### src/rtl/fifo_word_serializer.sv
// fifo_word_serializer
// Pops words from the read port of a FIFO_8Words instance and sends each word
// as a stream of bytes on a valid/ready interface. The FIFO head word is
// combinational, so a word is captured in the same cycle it is popped. When the
// next word is already waiting, it is reloaded on the last-byte transfer, so
// there is no idle cycle between words.
//
// Ports:
//   clk            rising-edge clock
//   reset          synchronous, active-high reset
//   fifoEmpty      FIFO empty flag
//   fifoReadData   FIFO head word, valid whenever fifoEmpty=0
//   fifoReadEnable pop strobe to the FIFO (combinational, gated by reset)
//   byteData       current output byte (registered)
//   byteValid      byteData valid (registered)
//   byteReady      downstream accepts byteData when byteValid && byteReady
//   busy           a word is in progress
//   wordsSent      count of fully transmitted words, wraps at 16 bits
//   byteParity     XOR of byteData (only when SERIALIZER_PARITY_EN is defined)
//
// Build option: define SERIALIZER_PARITY_EN to add the byteParity output.

module fifo_word_serializer #(
    parameter int unsigned WORD_WIDTH = 32,
    parameter int unsigned BYTE_WIDTH = 8,
    parameter bit          MSB_FIRST  = 1'b1
) (
    input  logic                  clk,
    input  logic                  reset,
    input  logic                  fifoEmpty,
    input  logic [WORD_WIDTH-1:0] fifoReadData,
    output logic                  fifoReadEnable,
    output logic [BYTE_WIDTH-1:0] byteData,
    output logic                  byteValid,
    input  logic                  byteReady,
    output logic                  busy,
    output logic [15:0]           wordsSent
`ifdef SERIALIZER_PARITY_EN
    ,
    output logic                  byteParity
`endif
);

    localparam int unsigned NUM_BYTES = WORD_WIDTH / BYTE_WIDTH;
    localparam int unsigned CNT_W     = (NUM_BYTES > 1) ? $clog2(NUM_BYTES) : 1;
    localparam logic [CNT_W-1:0] LAST_IDX = CNT_W'(NUM_BYTES - 1);

    typedef enum logic {
        IDLE = 1'b0,
        SEND = 1'b1
    } state_t;

    // Byte idx of a word in transmit order; shifts avoid variable part-selects.
    function automatic logic [BYTE_WIDTH-1:0] select_byte(
        input logic [WORD_WIDTH-1:0] word,
        input logic [CNT_W-1:0]      idx
    );
        logic [WORD_WIDTH-1:0] shifted;
        if (MSB_FIRST) begin
            shifted = word << (32'(idx) * BYTE_WIDTH);
            return shifted[WORD_WIDTH-1 -: BYTE_WIDTH];
        end else begin
            shifted = word >> (32'(idx) * BYTE_WIDTH);
            return shifted[BYTE_WIDTH-1:0];
        end
    endfunction

    state_t                  state_q, state_d;
    logic [WORD_WIDTH-1:0]   shift_q, shift_d;
    logic [CNT_W-1:0]        count_q, count_d;
    logic [BYTE_WIDTH-1:0]   data_q,  data_d;
    logic                    valid_q, valid_d;
    logic [15:0]             sent_q,  sent_d;
    logic                    pop_c;

    // State and datapath registers
    always_ff @(posedge clk) begin
        if (reset) begin
            state_q <= IDLE;
            shift_q <= '0;
            count_q <= '0;
            data_q  <= '0;
            valid_q <= 1'b0;
            sent_q  <= '0;
        end else begin
            state_q <= state_d;
            shift_q <= shift_d;
            count_q <= count_d;
            data_q  <= data_d;
            valid_q <= valid_d;
            sent_q  <= sent_d;
        end
    end

    // Next-state, pop decision and next byte selection
    always_comb begin
        state_d = state_q;
        shift_d = shift_q;
        count_d = count_q;
        data_d  = data_q;
        valid_d = valid_q;
        sent_d  = sent_q;
        pop_c   = 1'b0;

        unique case (state_q)
            IDLE: begin
                if (!fifoEmpty) begin
                    pop_c   = 1'b1;
                    shift_d = fifoReadData;
                    count_d = '0;
                    data_d  = select_byte(fifoReadData, '0);
                    valid_d = 1'b1;
                    state_d = SEND;
                end
            end
            SEND: begin
                // byteValid is always high here, so byteReady alone marks a transfer
                if (byteReady) begin
                    if (count_q != LAST_IDX) begin
                        count_d = count_q + CNT_W'(1);
                        data_d  = select_byte(shift_q, count_q + CNT_W'(1));
                    end else begin
                        sent_d = sent_q + 16'd1;
                        if (!fifoEmpty) begin
                            // Reload in the same cycle so words run back to back
                            pop_c   = 1'b1;
                            shift_d = fifoReadData;
                            count_d = '0;
                            data_d  = select_byte(fifoReadData, '0);
                        end else begin
                            valid_d = 1'b0;
                            state_d = IDLE;
                        end
                    end
                end
            end
            default: begin
                state_d = IDLE;
                valid_d = 1'b0;
            end
        endcase
    end

    assign fifoReadEnable = pop_c && !reset;
    assign byteData       = data_q;
    assign byteValid      = valid_q;
    assign busy           = (state_q == SEND);
    assign wordsSent      = sent_q;

`ifdef SERIALIZER_PARITY_EN
    logic parity_q;

    // Parity follows data_d, so it is held with byteData during stalls
    always_ff @(posedge clk) begin
        if (reset) begin
            parity_q <= 1'b0;
        end else begin
            parity_q <= ^data_d;
        end
    end

    assign byteParity = parity_q;
`endif

endmodule

### config.mk
export PLATFORM = sky130hd
export DESIGN_NAME = fifo_word_serializer
export DESIGN_NICKNAME = d
export VERILOG_FILES = /design/src/rtl/fifo_word_serializer.sv
export SDC_FILE = /design/constraint.sdc
export NUM_CORES = 1
export LEC_CHECK = 0
export ABC_AREA = 1
export CORE_UTILIZATION = 50
export CTS_BUF_LIST = sky130_fd_sc_hd__clkbuf_8 sky130_fd_sc_hd__clkbuf_16
export CTS_CLUSTER_SIZE = 10
export DETAILED_ROUTE_END_ITERATION = 8
export DONT_BUFFER_PORTS = 1
export PLACE_DENSITY = 0.67
export SLEW_MARGIN = 5
export SYNTH_ARGS = -nofsm -noshare
export SYNTH_HDL_FRONTEND = slang
export SYNTH_SLANG_ARGS = --single-unit
### constraint.sdc
create_clock -name clk -period 3.5 [get_ports clk]
set_input_delay 0.525 -clock clk [delete_from_list [all_inputs] [get_ports clk]]
set_output_delay 0.525 -clock clk [all_outputs]
set_load 0.03 [all_outputs]
==> impl_metrics.ini <==
[timing]
whs_ns = 0.251
finalSetupViolations = 0
timing.fmax_ghz = 0.460
fin_setup_tns_ns = 0
post-route-period-util_pct = 62.1
hold_viol_final = 0
clock_skew_ns = 0.00567
grt_setup_unrepaired = no
maxSlewViolCount = 0
fin_crit_ns = 2.17
worstMarginPinSlew_ns = 0.495
slew_headroom_pct = 66.9

[synthesis]
synth_top_area_cell = dfxtp_1
ys_top_cells_by_area = dfxtp_1 43%, nand2_1 21%, a21oi_1 10%, nand3_1 5.6%, o21ai_0 3.8%
synth_ff_type = dfxtp_1
synth_fp_nets = 449
synthDominantCellAreaShare_pct = 43.2
syn_area_mm2 = 0.00278
netlist_instances = 410
synth.distinct_cells = 21
synth_edf_count = 0
ys_seq_area_share_pct = 43.2
async_reset_ff_share_pct = 0
synth.yosys.warnings = 0
syn_avg_cell_area_um2 = 6.78
ys_ff_latch = 60

[pwr]
p_leak_nw = 1.18
power.density_mw_per_mm2 = 544
ir_drop_uv = 339

[global_route]
use_met3_pct = 9.94
grt_pass1_vias = 2269
grtUsageMet2_pct = 35.2
track_usage_pct = 23.9
grt_busiest_layer = met2
grt-ovfl-total = 0
antenna_found_initial = 0
grt_start_max_net_pins = 36
grt.met1_usage_pct = 30.7
grt_pass1_wl_um = 11000

[setup_path]
arrival_ns = 1.65
cp_slowest_cell = dfxtp_1
path_cells = buf_4, ha_1, nor2_1, nor3_1, buf_4
crit_path_end_kind = output pin
crit_required_ns = 2.97
path_class = flop to output pin
cp_common_cell = buf_4
worstSetupStartpointType = flop
cp_slowest_stage_delay_ns = 0.31
crit_fanout = 18

[route]
drt_pass1_iterations = 4
ant_nets = 0
wl_per_cell_um = 13.3
vias = 2586
via_per_inst = 5.37
finalWirelength_um = 6430
first_iter_violations = 293
drc = 0

[floorplanning]
initial_core_util_pct = 53.1
die_y_um = 76.6
fp-row-count = 26
core_area_mm2 = 0.00524
pin_count = 63
die_width_um = 76.6
dieArea_mm2 = 0.00586

[cells_and_area]
final_cells = 482
nets = 446
n_fill_cell = 507
layout-drive-gt1-share_pct = 7.28
n_antenna_cell = 0
syn2layout_area_growth_pct = 9.36
regArea_mm2 = 0.00120
multi_input_area_mm2 = 0.00137

[cts]
cts.hold.buffers_added = 0
clockBufferDepth = 2
path_clk_slew_ns = 0.06
postCtsResizedCells = 0
cts_sinks = 60
clockRootBuffer = clkbuf_8
post_cts_buffers = 0
cts_max_level = 3
cts_buffers = 9
cts_tree = done
clock_latency_ns = 0.34

[hold_path]
hold_class = input pin to flop

[outcome]
status = completed

[place]
numPortBuffers = 0
hpwl_um = 4480
gp_congestion = 0.847
dp_cells = 466

[job]
maxCapViolations = 0
-- routing by layer --
layer / wire [µm] / share of wire (%)
met3: 601 / 9.3
met2: 2860 / 44
met4: 72 / 1.1
met1: 2900 / 45
met5: 0 / 0
-- cell families after synthesis --
kind of cell / after synthesis / synth area share, %
flops: 60 / 43.2
compound gates: 78 / 14.0
buf+inv: 47 / 7.38
simple gates: 222 / 34.0
fa+ha+maj: 3 / 1.35
-- cell usage in the layout (no fill, tap or decap), drive strengths merged --
cell | Yosys | routed
buf | 11 | 5
nand4 | 5 | 5
inv | 27 | 27
nor2 | 27 | 27
dfxtp | 60 | 60
nor3 | 2 | 2
ha | 3 | 3
nand3b | 1 | 1
clkbuf | 8 | 12
bufinv | 0 | 2
a21oi | 57 | 57
o21ai | 21 | 21
clkinv | 1 | 3
nand2 | 153 | 153
nor3b | 1 | 1
nand3 | 33 | 33
-- report_power, final --
part           leakage (nW)  internal (W)  switching, W
Sequential            0.489      0.000718     0.0000498
Combinational         0.569     0.0000536      0.000107
Clock                 0.122      0.000457      0.000269
Total                  1.18       0.00123      0.000426
-- critical path: cells and delay by family (launching register included) --
family	cells	cell delay [ns]
simple gates	2	0.38
buf+inv	2	0.38
flops	1	0.31
fa+ha+maj	1	0.25
-- layout make-up --
class                      count  area share, %
multi-input combinational    303           45.2
sequential                    60           39.5
clock buffer                  12           5.43
inverter                      28           3.46
tap                           70           2.88
clock inverter                 4           2.30
timing repair buffer           5           1.23
-- stage by stage --
step	cell area (µm²)	util, %	worst slack, ns	power (W)
after global placement	2810	53.6	1.40	0.000940
after floorplan	2780	-	1.22	0.000914
after CTS	3040	58.1	1.32	0.00166
after detailed placement	2810	53.6	1.33	0.000944
after global routing	3040	58.1	1.13	0.00172
final	3040	58.1	1.33	0.00165
-- flip-flops by register name, summed over array words and instances, names as in the netlist --
register,count
shift_q,32
wordsSent,16
byteData,8
count_q,2
busy,1
byteValid,1
-- synthesized netlist by cell type (all sizes together) (2+ instances only) --
master,number
inv,27
nor3,2
ha,3
o21ai,21
dfxtp,60
nand3,33
buf,11
nor2,27
nand4,5
a21oi,57
clkbuf,8
nand2,153
-- final timing paths --
check	startpoint	endpoint	slack, ns	cells after the start
max	count_q[0]	fifoReadEnable	1.33	5
min	reset	count_q[1]	0.25	1
max reg2reg	busy	shift_q[20]	1.34	9
min reg2reg	shift_q[1]	shift_q[1]	0.46	2
Power figures use the tool's default switching activity.
